$ cat src/rtl/dmem_arb.sv
// dmem_arb: core/host arbiter for the single-port data memory.
// The core has priority; a starvation counter forces the host in after
// STARVE_MAX consecutive denied cycles, stalling the core for that one cycle.
// Optional statistics counters are built when DMEM_ARB_STATS_EN is defined.
module dmem_arb #(
  parameter int STARVE_MAX = 4,
  parameter int AW         = 8,
  parameter int DW         = 8
) (
  input  logic          clk,
  input  logic          rst,
  input  logic          core_req,
  input  logic          core_we,
  input  logic [AW-1:0] core_addr,
  input  logic [DW-1:0] core_wdata,
  output logic [DW-1:0] core_rdata,
  output logic          core_stall,
  input  logic          host_req,
  input  logic          host_we,
  input  logic [AW-1:0] host_addr,
  input  logic [DW-1:0] host_wdata,
  output logic          host_gnt,
  output logic          host_rvalid,
  output logic [DW-1:0] host_rdata,
  output logic          mem_we,
  output logic [AW-1:0] mem_addr,
  output logic [DW-1:0] mem_wdata,
  input  logic [DW-1:0] mem_rdata,
  input  logic          stat_clr,
  output logic [15:0]   stat_stall,
  output logic [15:0]   stat_host
);

  typedef enum logic [0:0] {CORE_PRI, HOST_FORCE} state_t;
  typedef enum logic [1:0] {OWN_NONE, OWN_CORE, OWN_HOST} owner_t;

  localparam logic [3:0] CNT_MAX = 4'(STARVE_MAX);

  state_t     state, state_nxt;
  owner_t     owner;
  logic [3:0] cnt, cnt_nxt;

  // State and starvation counter registers
  always_ff @(posedge clk) begin
    if (rst) begin
      state <= CORE_PRI;
      cnt   <= 4'd0;
    end else begin
      state <= state_nxt;
      cnt   <= cnt_nxt;
    end
  end

  // Owner selection, starvation counting and next-state decision
  always_comb begin
    owner     = OWN_NONE;
    state_nxt = state;
    cnt_nxt   = cnt;
    if (state == CORE_PRI) begin
      if (core_req)      owner = OWN_CORE;
      else if (host_req) owner = OWN_HOST;
    end else begin
      if (host_req)      owner = OWN_HOST;
      else if (core_req) owner = OWN_CORE;
    end
    // A denial is a host request this cycle that did not win the port
    if (!host_req || owner == OWN_HOST) cnt_nxt = 4'd0;
    else if (cnt < CNT_MAX)             cnt_nxt = cnt + 4'd1;
    case (state)
      CORE_PRI:
        if (host_req && owner != OWN_HOST && cnt_nxt == CNT_MAX)
          state_nxt = HOST_FORCE;
      HOST_FORCE:
        if (owner == OWN_HOST || !host_req) state_nxt = CORE_PRI;
      default: state_nxt = CORE_PRI;
    endcase
  end

  // Memory port follows the owner; address/data park on the core when idle
  assign mem_we     = (owner == OWN_CORE) ? core_we :
                      (owner == OWN_HOST) ? host_we : 1'b0;
  assign mem_addr   = (owner == OWN_HOST) ? host_addr  : core_addr;
  assign mem_wdata  = (owner == OWN_HOST) ? host_wdata : core_wdata;
  assign core_rdata = mem_rdata;
  assign core_stall = core_req && (owner != OWN_CORE);
  assign host_gnt   = (owner == OWN_HOST);

  // Registered host read return, valid for one cycle after a granted read
  always_ff @(posedge clk) begin
    if (rst) begin
      host_rvalid <= 1'b0;
      host_rdata  <= '0;
    end else begin
      host_rvalid <= host_gnt && !host_we;
      if (host_gnt && !host_we) host_rdata <= mem_rdata;
    end
  end

`ifdef DMEM_ARB_STATS_EN
  // Saturating stall/grant counters; clear wins over increment
  always_ff @(posedge clk) begin
    if (rst || stat_clr) begin
      stat_stall <= 16'd0;
      stat_host  <= 16'd0;
    end else begin
      if (core_stall && stat_stall != 16'hFFFF) stat_stall <= stat_stall + 16'd1;
      if (host_gnt   && stat_host  != 16'hFFFF) stat_host  <= stat_host  + 16'd1;
    end
  end
`else
  logic stats_unused;
  assign stats_unused = stat_clr;
  assign stat_stall   = 16'd0;
  assign stat_host    = 16'd0;
`endif

endmodule
$ cat config.mk
export PLATFORM = sky130hd
export DESIGN_NAME = dmem_arb
export DESIGN_NICKNAME = d
export VERILOG_FILES = /design/src/rtl/dmem_arb.sv
export SDC_FILE = /design/constraint.sdc
export NUM_CORES = 1
export LEC_CHECK = 0
export CAP_MARGIN = 20
export CORE_AREA = 2 2 62 79
export CTS_CLUSTER_SIZE = 25
export DETAILED_ROUTE_END_ITERATION = 12
export DIE_AREA = 0 0 64 81
export GPL_ROUTABILITY_DRIVEN = 0
export PLACE_DENSITY = 0.76
export SLEW_MARGIN = 15
export SYNTH_ARGS = -nofsm -noshare
export SYNTH_HDL_FRONTEND = slang
export SYNTH_SLANG_ARGS = --single-unit
$ cat constraint.sdc
create_clock -name clk -period 1.46 [get_ports clk]
set_input_delay 0.292 -clock clk [delete_from_list [all_inputs] [get_ports clk]]
set_output_delay 0.292 -clock clk [all_outputs]
set_load 0.005 [all_outputs]
After elaboration in Yosys (flattened, before gate mapping) --
Index checks and enable logic that the tools add are counted.
Cells by class: bitwise operators 1, multiplexer cells 14, $lt $le $gt $ge 1, add/subtract/negate cells 1, equal/unequal tests 5, reductions and logical operators 7
Operators by type and width (number):
- $mux W8 | 2
- $mux W2 | 4
- $mux W4 | 2
- $mux W1 | 5
- $add A4 B1 Y4 const B | 1
- $eq A4 B3 Y1 const B | 1
- $logic_and A1 B1 Y1 | 4
- $lt A4 B3 Y1 const B | 1
- $eq A2 B1 Y1 const B | 1
- $eq A2 B2 Y1 const B | 1
- $logic_not A1 Y1 | 2
- $ne A2 B1 Y1 const B | 1
- $ne A2 B2 Y1 const B | 1
- $pmux W1 S2 | 1
- $logic_or A1 B1 Y1 | 1
- $not A1 Y1 | 1
Storage, ports and cells: word-level logic and storage cells 33, flip-flop bits (word level) 14, input port bits 47, output and inout port bits 68

Longest topological paths before layout --
depth after elaboration 10, depth in mapped cells 6

Worst setup path after synthesis --
Ideal clock, no wire load.
path type register to output, start point reg state, end point out mem_addr[2], arrival time 1.302 ns, path buffers 3, path slack -0.134 ns, cell stages (with the launch flop) 7, cells stage by stage dfxtp_1 -> nand2b_1 -> buf_6 -> and2_4 -> buf_6 -> buf_12 -> mux2_4
On the way: cells in the longest elaborated chain, start to end 3
RTL lines:
- start: declaration | RTL line 39 | state_t state, state_nxt;
- start signal: assignment | RTL line 49 | state <= state_nxt;
- $mux W2 | RTL line 59 | if (state == CORE_PRI) begin
- $eq A2 B2 Y1
- via host_gnt | RTL line 22 | output logic host_gnt,
- $mux W8 | RTL line 82 | assign mem_addr = (owner == OWN_HOST) ? host_addr : core_addr;
- end: declaration | RTL line 26 | output logic [AW-1:0] mem_addr,
The timed path passes the listed nets, and every way through them passes these cells.

Worst setup path in the final report --
start point reg state, end point out mem_addr[0]
On the way: cells in the longest elaborated chain, start to end 3
RTL lines (RTL line):
- $mux W2 | 59
- $eq A2 B2 Y1 | 82
- $mux W8 | 82
No other way between the ends.

==> flow_summary.toml <==
[place]
dpl.hpwl_um = 2412
port_buffers = 81

[pwr]
pwr_density_cell_nw_per_um2 = 582.3
p_int_uw = 919.3
p_leak_nw = 0.9179
finalPower_mw = 1.197
clock_power_share_pct = 30.8
vdd_drop_max_uv = 254.5
seqPwrFrac_pct = 33.1
combPwrFrac_pct = 36.1
p_switching_uw = 277.6
switching_share_pct = 23.19

[logic_synthesis]
postSynthAreaPerCell_sq_um = 8.886
postSynth.asyncResetShare_pct = 0
synth_area_leaders = "buf_4 27%, dfxtp_1 25%, mux2_4 11%, mux2_2 8.0%, a21oi_1 4.9%"
synth_edf_count = 0
synth_top_area_share_pct = 26.61
yosysMostFrequentCell = "buf_4"
synth_top_area_cell = "buf_4"
syn_inst = 127
ys_types = 25
syn_area_sq_um = 1129
ys_seq_area_share_pct = 24.83
yosys_warnings = 0
synth.top_cells.by_count = "40 x buf_4, 14 x dfxtp_1, 11 x a21oi_1"
ys.flop_type = "dfxtp_1"
ys_seq_elements = 14

[global_route]
grt_pass1_wl_um = 4899
grt_remaining_overflow = 0
grt_max_degree = 12
grtUsageTotal_pct = 11.59
antenna_found_initial = 0
grt_pass1_vias = 1064

[outcome]
violations = "negative setup slack"
outcome = "finished with violations"

[die]
initial_core_util_pct = 24.97
die_h_um = 81
num_rows = 28
die_w_um = 64
ioPinCount = 115
core_area_sq_um = 4519
dieArea_sq_um = 5184

[worst_setup_path]
critPathRequiredTime_ns = 1.17
crit_family = "buffers and inverters"
rrSetupSlack_ns = 0.24
crit_arrival_ns = 1.53
slowest_delay_ns = 0.32
end_kind = "output port"
r2r-start = "cnt[0]"
timing.critical_path.buf_inv = 3
path_cells = "nand2b_4, and2_4, buf_12, buf_8, mux2_4, buf_6"
r2r_end = "state"
r2r_cells = 4
critical_path_class = "register to output port"
slowest_stage = "dfxtp_2"
worstSetupStartpointType = "register"
path_max_fanout = 7

[route]
via_per_inst = 4.046
num_vias = 1141
ant_nets = 0
wl_per_cell_um = 11.57
wl_met3_um = 226
firstDrtPassIters = 4
dr_wl_met2_um = 1866
wl_met1_um = 1172
highest_layer = "met3"
wl_um = 3264
drt_iter0_markers = 54
drc = 0

[clock_network]
clk_pin_slew_ns = 0.06
clockBufferDepth = 2
cts-buffers-inserted = 3
clock_latency_ns = 0.24
clock-sinks = 14
cts_hold_buf = 0
cts_tree = "built"
ctsHtreeMaxLevel = 1
cts-root-buf = "clkbuf_8"

[timing]
maxSlewViolCount = 0
setup_ws_ns = -0.3578
period_needed_ns = 1.818
rsz0062_at_grt = "yes"
fin_skew_ns = 0.001159
finalHoldViolCount = 0
setup_viol = 18
fin_crit_sh_pct = 124.5
max_freq_ghz = 0.5501

[worst_hold_path]
worstHoldEndpoint = "host_rdata[2]"
holdPathStages = 2
min_from = "host_rdata[2]"
hold_class = "register to register"

[job]
cap_violations = 0

[finish]
drive_above_1_share_pct = 29.73
layout.nets = 271
final_util_pct = 45.49
antenna-diode-count = 0
area_delta_synth_final_pct = 82.15
-- flip-flops by register name, summed over array words and instances, names as in the netlist --
register     cells
host_rvalid      1
state            1
host_rdata       8
cnt              4
-- through the flow --
stage | TNS, ns | worst slack (ns) | instance area (sq um) | cells | hold WS (ns)
after floorplan | -0.7328 | -0.08987 | 1254 | 158 | 0.4280
after global placement | -15.84 | -0.8117 | 1891 | 267 | 0.4615
after detailed placement | -16.18 | -0.8429 | 1891 | 267 | 0.4692
after CTS | -5.020 | -0.3505 | 2016 | 282 | 0.4772
after global routing | -5.937 | -0.4039 | 2056 | 282 | 0.4923
final | -5.081 | -0.3578 | 2056 | 282 | 0.4738
-- worst reg2reg max path, stage by stage, from the launching register on --
cell and delay (ns):
dfxtp_1 0.34, ha_1 0.32, nor4bb_1 0.26, a21oi_1 0.07, nor4_1 0.14
-- kinds of logic (layout without fill, tap and decap cells) --
group | count (synthesis) | count (layout) | synth area share [%]
and+or+nand+nor | 25 | 25 | 12.53
AOI/OAI and AO/OA | 21 | 21 | 9.756
DFF | 14 | 14 | 24.83
xor gates and xnor gates | 1 | 1 | 0.7762
adders and majority gates | 1 | 1 | 1.108
buffers and inverters | 48 | 112 | 32.04
muxes | 16 | 16 | 18.63
other | 1 | 32 | 0.3323
-- worst max path at each step --
stage | startpoint | to | slack, ns | depth (start not counted)
after global placement | core_req | mem_wdata[7] | -0.81 | 5
final | state | mem_addr[0] | -0.36 | 6
after CTS | state | mem_addr[0] | -0.35 | 6
after global routing | state | mem_addr[1] | -0.40 | 6
after detailed placement | core_req | mem_addr[0] | -0.84 | 5
after floorplan | state | mem_addr[2] | -0.09 | 6
-- power groups by stage --
stage	sequential, mW	combinational, mW	clock (mW)
floorplan	0.405	0.213	0
global placement	0.404	0.394	0
detailed placement	0.405	0.400	0
CTS	0.397	0.412	0.376
global route	0.398	0.463	0.395
finish	0.396	0.432	0.368
-- placed cells by master (no fill, tap or decap), drive strengths merged, types with 2 or more instances in the layout --
master,n
dlygate4sd2,10
nand4,8
clkbuf,4
nand2,2
clkdlybuf4s50,52
inv,2
conb,32
buf,43
dfxtp,14
a21oi,11
o21ai,9
nand2b,2
nor2,6
mux2,16
-- repair_timing --
item | 4_1_cts | 5_1_grt
pin swaps | 1 | 1
endpoints found under the setup margin | 27 | 18
setup buffers | 11 | 0
gates resized for setup | 99 | 8
-- cell type report --
type | instances | area [sq um]
fill | 435 | 2464
timing repair buffer | 106 | 1011
multi-input combinational | 96 | 625.6
sequential | 14 | 281.5
tap | 60 | 75.07
clock buffer | 4 | 55.05
inverter | 2 | 7.507
-- metal layers --
layer / vias up / track usage [%]
met4: 0 / 3.261
met3: 0 / 0.8310
met5: - / 0
li1: 553 / -
met1: 528 / 12.71
met2: 60 / 23.44
(Power assumes the default switching activity.)
